### src/rtl/pkt_deframer.sv
// Strips header/footer beats from a framed AXI-Stream and forwards the data beats with TLAST.
// Tracks packet/footer-error statistics; define SEQ_CHECK_EN to also check header ID sequencing.
module pkt_deframer #(
  parameter int REQ_ID_WIDTH     = 32,
  parameter int BEATS_PER_PACKET = 32
) (
  input  logic                    clk,
  input  logic                    resetn,
  input  logic [511:0]            AXIS_RX_TDATA,
  input  logic                    AXIS_RX_TVALID,
  output logic                    AXIS_RX_TREADY,
  output logic [511:0]            AXIS_TX_TDATA,
  output logic                    AXIS_TX_TVALID,
  output logic                    AXIS_TX_TLAST,
  input  logic                    AXIS_TX_TREADY,
  output logic [REQ_ID_WIDTH-1:0] REQ_ID_OUT,
  output logic                    REQ_ID_VALID,
  input  logic                    CLR_STATS,
  output logic                    FOOTER_ERR,
  output logic                    SEQ_ERR,
  output logic [31:0]             PKT_COUNT,
  output logic [15:0]             ERR_COUNT
);

  localparam int CNT_W = $clog2(BEATS_PER_PACKET + 1);
  localparam logic [CNT_W-1:0] CNT_LOAD = CNT_W'(BEATS_PER_PACKET);
  localparam logic [CNT_W-1:0] CNT_ONE  = CNT_W'(1);

  localparam logic [1:0] S_HDR  = 2'd0;
  localparam logic [1:0] S_DATA = 2'd1;
  localparam logic [1:0] S_FTR  = 2'd2;

  logic [1:0]              state_reg;
  logic [CNT_W-1:0]        beat_cnt_reg;
  logic [REQ_ID_WIDTH-1:0] hdr_id_reg;
  logic [511:0]            tx_data_reg;
  logic                    tx_valid_reg;
  logic                    tx_last_reg;
  logic [REQ_ID_WIDTH-1:0] req_id_reg;
  logic                    req_id_valid_reg;
  logic [31:0]             pkt_count_reg;
  logic [15:0]             err_count_reg;
  logic                    footer_err_reg;

  logic                    rx_ready;
  logic                    rx_fire;
  logic                    hdr_fire;
  logic                    data_fire;
  logic                    ftr_fire;
  logic                    last_beat;
  logic                    id_mismatch;
  logic [REQ_ID_WIDTH-1:0] rx_id;

  // Header and footer are always accepted; data only when the TX register can take it.
  always_comb begin
    rx_ready = 1'b0;
    if (resetn) begin
      if (state_reg == S_DATA) rx_ready = !tx_valid_reg || AXIS_TX_TREADY;
      else                     rx_ready = 1'b1;
    end
  end

  assign rx_fire     = AXIS_RX_TVALID && rx_ready;
  assign hdr_fire    = rx_fire && (state_reg == S_HDR);
  assign data_fire   = rx_fire && (state_reg == S_DATA);
  assign ftr_fire    = rx_fire && (state_reg == S_FTR);
  assign last_beat   = (beat_cnt_reg == CNT_ONE);
  assign rx_id       = AXIS_RX_TDATA[REQ_ID_WIDTH-1:0];
  assign id_mismatch = (rx_id != hdr_id_reg);

  always_ff @(posedge clk) begin
    if (!resetn) begin
      state_reg    <= S_HDR;
      beat_cnt_reg <= '0;
    end else begin
      case (state_reg)
        S_HDR: begin
          if (rx_fire) begin
            beat_cnt_reg <= CNT_LOAD;
            state_reg    <= S_DATA;
          end
        end
        S_DATA: begin
          if (rx_fire) begin
            beat_cnt_reg <= beat_cnt_reg - CNT_ONE;
            if (last_beat) state_reg <= S_FTR;
          end
        end
        S_FTR: begin
          if (rx_fire) state_reg <= S_HDR;
        end
        default: state_reg <= S_HDR;
      endcase
    end
  end

  // Datapath registers without reset.
  always_ff @(posedge clk) begin
    if (hdr_fire)  hdr_id_reg  <= rx_id;
    if (data_fire) tx_data_reg <= AXIS_RX_TDATA;
  end

  always_ff @(posedge clk) begin
    if (!resetn) begin
      tx_valid_reg <= 1'b0;
      tx_last_reg  <= 1'b0;
    end else if (data_fire) begin
      tx_valid_reg <= 1'b1;
      tx_last_reg  <= last_beat;
    end else if (AXIS_TX_TREADY) begin
      tx_valid_reg <= 1'b0;
    end
  end

  always_ff @(posedge clk) begin
    if (!resetn) begin
      req_id_reg       <= '0;
      req_id_valid_reg <= 1'b0;
    end else begin
      req_id_valid_reg <= ftr_fire;
      if (ftr_fire) req_id_reg <= hdr_id_reg;
    end
  end

  // Statistics: a clear pulse takes priority over any concurrent update.
  always_ff @(posedge clk) begin
    if (!resetn || CLR_STATS) begin
      pkt_count_reg  <= '0;
      err_count_reg  <= '0;
      footer_err_reg <= 1'b0;
    end else if (ftr_fire) begin
      pkt_count_reg <= pkt_count_reg + 32'd1;
      if (id_mismatch) begin
        footer_err_reg <= 1'b1;
        if (err_count_reg != 16'hFFFF) err_count_reg <= err_count_reg + 16'd1;
      end
    end
  end

`ifdef SEQ_CHECK_EN
  logic [REQ_ID_WIDTH-1:0] prev_id_reg;
  logic                    prev_valid_reg;
  logic                    seq_err_reg;

  // The first header after reset or a clear only seeds the previous ID.
  always_ff @(posedge clk) begin
    if (!resetn || CLR_STATS) begin
      prev_id_reg    <= '0;
      prev_valid_reg <= 1'b0;
      seq_err_reg    <= 1'b0;
    end else if (hdr_fire) begin
      prev_id_reg    <= rx_id;
      prev_valid_reg <= 1'b1;
      if (prev_valid_reg && (rx_id != prev_id_reg + REQ_ID_WIDTH'(1))) seq_err_reg <= 1'b1;
    end
  end

  assign SEQ_ERR = seq_err_reg;
`else
  assign SEQ_ERR = 1'b0;
`endif

  assign AXIS_RX_TREADY = rx_ready;
  assign AXIS_TX_TDATA  = tx_data_reg;
  assign AXIS_TX_TVALID = tx_valid_reg;
  assign AXIS_TX_TLAST  = tx_last_reg;
  assign REQ_ID_OUT     = req_id_reg;
  assign REQ_ID_VALID   = req_id_valid_reg;
  assign PKT_COUNT      = pkt_count_reg;
  assign ERR_COUNT      = err_count_reg;
  assign FOOTER_ERR     = footer_err_reg;

endmodule

### config.mk
export PLATFORM = sky130hd
export DESIGN_NAME = pkt_deframer
export DESIGN_NICKNAME = d
export VERILOG_FILES = /design/src/rtl/pkt_deframer.sv
export SDC_FILE = /design/constraint.sdc
export NUM_CORES = 1
export LEC_CHECK = 0
export ABC_AREA = 1
export CELL_PAD_IN_SITES_DETAIL_PLACEMENT = 0
export CELL_PAD_IN_SITES_GLOBAL_PLACEMENT = 2
export CORE_AREA = 8 8 434 436
export CTS_CLUSTER_DIAMETER = 120
export CTS_CLUSTER_SIZE = 16
export DETAILED_ROUTE_END_ITERATION = 12
export DIE_AREA = 0 0 442 444
export GPL_TIMING_DRIVEN = 0
export PLACE_DENSITY = 0.4
export RECOVER_POWER = 50
export SLEW_MARGIN = 20
export SYNTH_ARGS = -nofsm -noshare
export SYNTH_HDL_FRONTEND = slang
export SYNTH_SLANG_ARGS = --single-unit
### constraint.sdc
create_clock -name clk -period 17 [get_ports clk]
set_input_delay 3.4 -clock clk [delete_from_list [all_inputs] [get_ports clk]]
set_output_delay 3.4 -clock clk [all_outputs]
set_load 0.1 [all_outputs]
---- After elaboration in Yosys (flattened, before gate mapping) ----
Cells that the tools add are included.
word-level totals
  flip-flop bits (word level) ............. 636
  bits of input ports ..................... 517
  output and inout bits ................... 598
  word-level logic and storage cells ...... 50
cells by class
  $add $sub $neg .......................... 3
  equal/unequal tests ..................... 9
  muxes and demuxes ....................... 12
  reductions and logical operators ........ 15
operator list
  kind                                                 number
  adder 32 x 1 -> 32 bit, second input constant        1
  != test 32 bit                                       1
  adder 16 x 1 -> 16 bit, second input constant        1
  != test 16 bit, second input constant                1
  2-to-1 mux 6 bit                                     2
  case mux 6 bit (2 select lines)                      1
  2-to-1 mux 2 bit                                     4
  != test 2 bit, second input constant                 4
  equality test 6 x 1 -> 1 bit, second input constant  1
  case mux 2 bit (3 select lines)                      1
  AND reduction 3 bit                                  2
  subtractor 6 x 1 -> 6 bit, second input constant     1
  logical AND 1 bit                                    4
  2-to-1 mux 1 bit                                     4
  AND reduction 4 bit                                  1
  nonzero test 2 bit                                   2
  equality test 2 x 1 -> 1 bit, second input constant  1
  equality test 2 bit, second input constant           1
  zero test 1 bit                                      2
  zero test 2 bit                                      1
  logical OR 1 bit                                     2
  AND reduction 2 bit                                  1

---- Logic depth before layout (Yosys ltp) ----
  word-level depth ........................ 7
  gate-level depth with buffers ........... 13

---- Worst setup path before layout ----
Ideal clock, no wire load.
  path kind ............................... in2reg
  start ................................... input port AXIS_TX_TREADY
  end ..................................... register tx_data_reg[0], in the netlist AXIS_TX_TDATA[0], enable pin
  library setup time ...................... 858 ps
  arrival time ............................ 14761 ps
  required time ........................... 16142 ps
  slack ................................... 1381 ps
  stages .................................. 6
  buffers on the path ..................... 0
  cells stage by stage .................... nor2_1 > a21oi_2 > nand2_1 > nor2_2 > nand2_1 > inv_1
between the ends
  longest elaborated chain between the ends .. 5
RTL lines
  what                  line  text
  start, declared       15    input logic AXIS_TX_TREADY,
  logical OR 1 bit      58    if (state_reg == S_DATA) rx_ready = !tx_valid_reg || AXIS_TX_TREADY;
  2-to-1 mux 1 bit      58
  2-to-1 mux 1 bit      57    if (resetn) begin
  net AXIS_RX_TREADY    11    output logic AXIS_RX_TREADY,
  logical AND 1 bit     63    assign rx_fire = AXIS_RX_TVALID && rx_ready;
  logical AND 1 bit     65    assign data_fire = rx_fire && (state_reg == S_DATA);
  net data_fire         48    logic data_fire;
  end signal, assigned  100   if (data_fire) tx_data_reg <= AXIS_RX_TDATA;
  end, declared         36    logic [511:0] tx_data_reg;
The timed path passes the listed nets, and every way through them passes these cells.
A chain may end at the register's enable or synchronous reset.

---- Final worst setup path ----
  start ................................... input port resetn
  end ..................................... register tx_data_reg[225], in the netlist AXIS_TX_TDATA[225], enable pin
between the ends
  longest elaborated chain between the ends .. 3
RTL lines
  what               line  text
  start, declared    8     input logic resetn,
  2-to-1 mux 1 bit   57
  logical AND 1 bit  63
  logical AND 1 bit  65
  net data_fire      48
The timed path passes the listed nets, and every way through them passes these cells.

==> results.md <==
- Run status: finished with violations
- Failing checks: capacitance limit, slew limit
- Htree depth: 2
- Async S/R FF share, synth: 0%
- Worst relative slew slack: -158.6%
- Cell leakage power: roughly 0.012 uW
- FP Rows: between 150 and 200
- IO Pins: between 1k and 1.5k
- Worst Path Required: between 15000 and 20000 ps
- Finished Layout Cells: roughly 4.8k
- Via count: 15.39k
- Routed Antenna Nets: 0
- Classification of the worst setup path: primary input to flop
- Peak supply drop: a little under 0.00007 V
- Min cycle time layout: 10310 ps
- Tightest Pin Transition: about 3900 ps
- Worst-skew pair later-pin latency: 670 ps
- RSZ-0062 raised after global routing: false
- Setup TNS Final: 0 ps
- Gpl congestion: roughly 0.85
- Slew Limit Fails: 187
- Number of global-route vias before repair: approximately 16k
- Final Hold Viols: 0
- # clock sinks: between 600 and 700
- Mapped Area: 20900 um2
- Final instance area: between 30000 and 40000 um2
- GRT Overall Usage: approximately an eighth
- Largest net degree at the start of global routing: about 110
- CTS tree: yes
- Die Y: 444 um
- CTS Buffer Depth: 3
- Seq/Total Area, Yosys: 86.97%
- Fmax: slightly below 100 MHz
- Placed cells: ~4.7k
- Setup Fix Bufs, Post-CTS: 0
- HPWL Detailed: about 110 mm
- Post-synth EDFFs: around 540
- Overflow after GRT: 0
- NumNets Final: just under 3k
- Reg area: around 18000 um2
- Period Utilization, post-route: 60.63%
- Most common cell after layout, fill and taps aside: edfxtp_1
- Worst Path Max Fanout: ~110
- Total power: 3323 uW
- Post-CTS Hold Buffers: 0
- DR iter-0 viols: roughly 990
- Flops & latches, synth: between 600 and 700
- Fin util: between 20% and 30%
- Remaining DRCs: 0
- Multi-input combinational cell area: between 2000 and 2500 um2
- Synth Flop Type: edfxtp_1
- Yosys cell types: 33
- First-pass GRT wire length: between 150 and 200 mm
- Port bufs: between 1k and 1.5k
- Avg Inst Size Synth: 17.02 um2
- Filler Cells Inserted: 19.32k
- Clock Pin Slew Worst Setup and Hold Paths: about 80 ps
- CTS buffer count: 53
- Max Cap Viol: 33
- Pwr Density: about 91 nW/um2
- First-pass iteration count of the detailed router: 5
- DIE AREA: roughly 200000 um2
- Initial Utilization: a little under an eighth
- Most frequent cells in the layout: edfxtp_1 (544), dlygate4sd3_1 (542), clkdlybuf4s50_1 (505)
- Area Growth Syn to Fin: 73.88%
- Crit. End Element: flop
- Root Driver: clkbuf_16
- Clk_skew: between 20 and 25 ps
- Cells after Synth: 1228
- Largest register FFs: ~500
- Initial antenna violation count: approximately 140
- Dpl cell area: roughly 35000 um2
- Share of cells above drive strength 1: 3.254%
- Yosys warning count: 0
- Die width: 442 um
- Wire per inst: between 20 and 30 um
- Core Region: between 150000 and 200000 um2
- HP Class: flop to flop
- Worst setup SP type: primary input
- Crit path arrival time: approximately 11000 ps
- Post-CTS resize count: 0
- Synth Net Count: ~1.7k
- Setup violations, final: 0
- Vias per std cell: between 3 and 4
- Detailed Route WL: around 140 mm
cell families (layout without fill, tap and decap cells):
group | count (synthesis) | count (layout) | synth area share [%]
AO/OA/AOI/OAI | 94 | 94 | 2.347
flip-flops | 636 | 636 | 86.97
other | 1 | 25 | 0.01794
buffers and inverters | 104 | 1304 | 1.916
XOR/XNOR | 36 | 36 | 1.509
AND/OR/NAND/NOR | 353 | 353 | 7.004
adder cells (fa/ha/maj) | 4 | 4 | 0.2395
critical path, cell delays in order:
cell	delay (ps)
dlygate4sd3_1	570
inv_1	190
a21oi_1	90
nand2_1	110
nor2_1	100
nand2_1	180
clkinvlp_2	2880
clkbuf_1	2090
buf_16	760
stage by stage:
step                worst slack [ps]  hold WS, ps
floorplan                       1381        445.2
global placement               -4404        456.8
detailed placement              8142        462.2
CTS                             8136        473.6
global route                    5815        490.9
finish                          6693        467.1
layer usage:
layer | vias up | part of all wire, % | track usage [%]
li1 | 6758 | - | -
met4 | 16 | 2.8 | 2.240
met5 | - | 0.080 | 0
met1 | 7526 | 33 | 12.92
met2 | 770 | 57 | 27.24
met3 | 321 | 6.5 | 3.820
power breakdown:
part / internal, uW / switching [uW] / total (uW)
registers: 1720 / 10.6 / 1730
logic: 116 / 221 / 337
clock network: 585 / 669 / 1250
total: 2420 / 900 / 3320
layout make-up:
type | instances | share of cell area (%)
clock inverters | 18 | 0.5887
well taps | 2385 | 8.211
multi-input cells | 488 | 6.331
diodes | 24 | 0.1652
repair buffers | 1119 | 29.84
inverters | 83 | 0.8641
clock buffers | 63 | 3.753
flip-flops and latches | 636 | 50.02
plain buffers | 21 | 0.2307
Yosys cell counts, types with 3 or more instances:
cell type	instances	area share, %
nor2_1	98	1.8
ha_1	4	0.24
xor2_1	9	0.38
clkbuf_1	13	0.23
o21ai_0	28	0.67
buf_2	4	0.096
dfxtp_1	92	8.8
edfxtp_1	544	78
nor3_1	6	0.14
nand4_1	20	0.60
inv_1	82	1.5
buf_1	3	0.054
nand2_1	189	3.4
a21oi_1	59	1.4
xnor2_1	27	1.1
nand3_1	30	0.72
worst paths after layout:
| kind | startpoint | end | slack, ps | cells past startpoint |
|---|---|---|---|---|
| setup / recovery | resetn | AXIS_TX_TDATA[225] | 6690 | 9 |
| hold / removal | REQ_ID_OUT[7] | REQ_ID_OUT[7] | 470 | 2 |
| setup reg to reg | state_reg[0] | AXIS_TX_TDATA[225] | 9580 | 9 |
| hold reg to reg | REQ_ID_OUT[7] | REQ_ID_OUT[7] | 470 | 2 |
(Power assumes the default switching activity.)
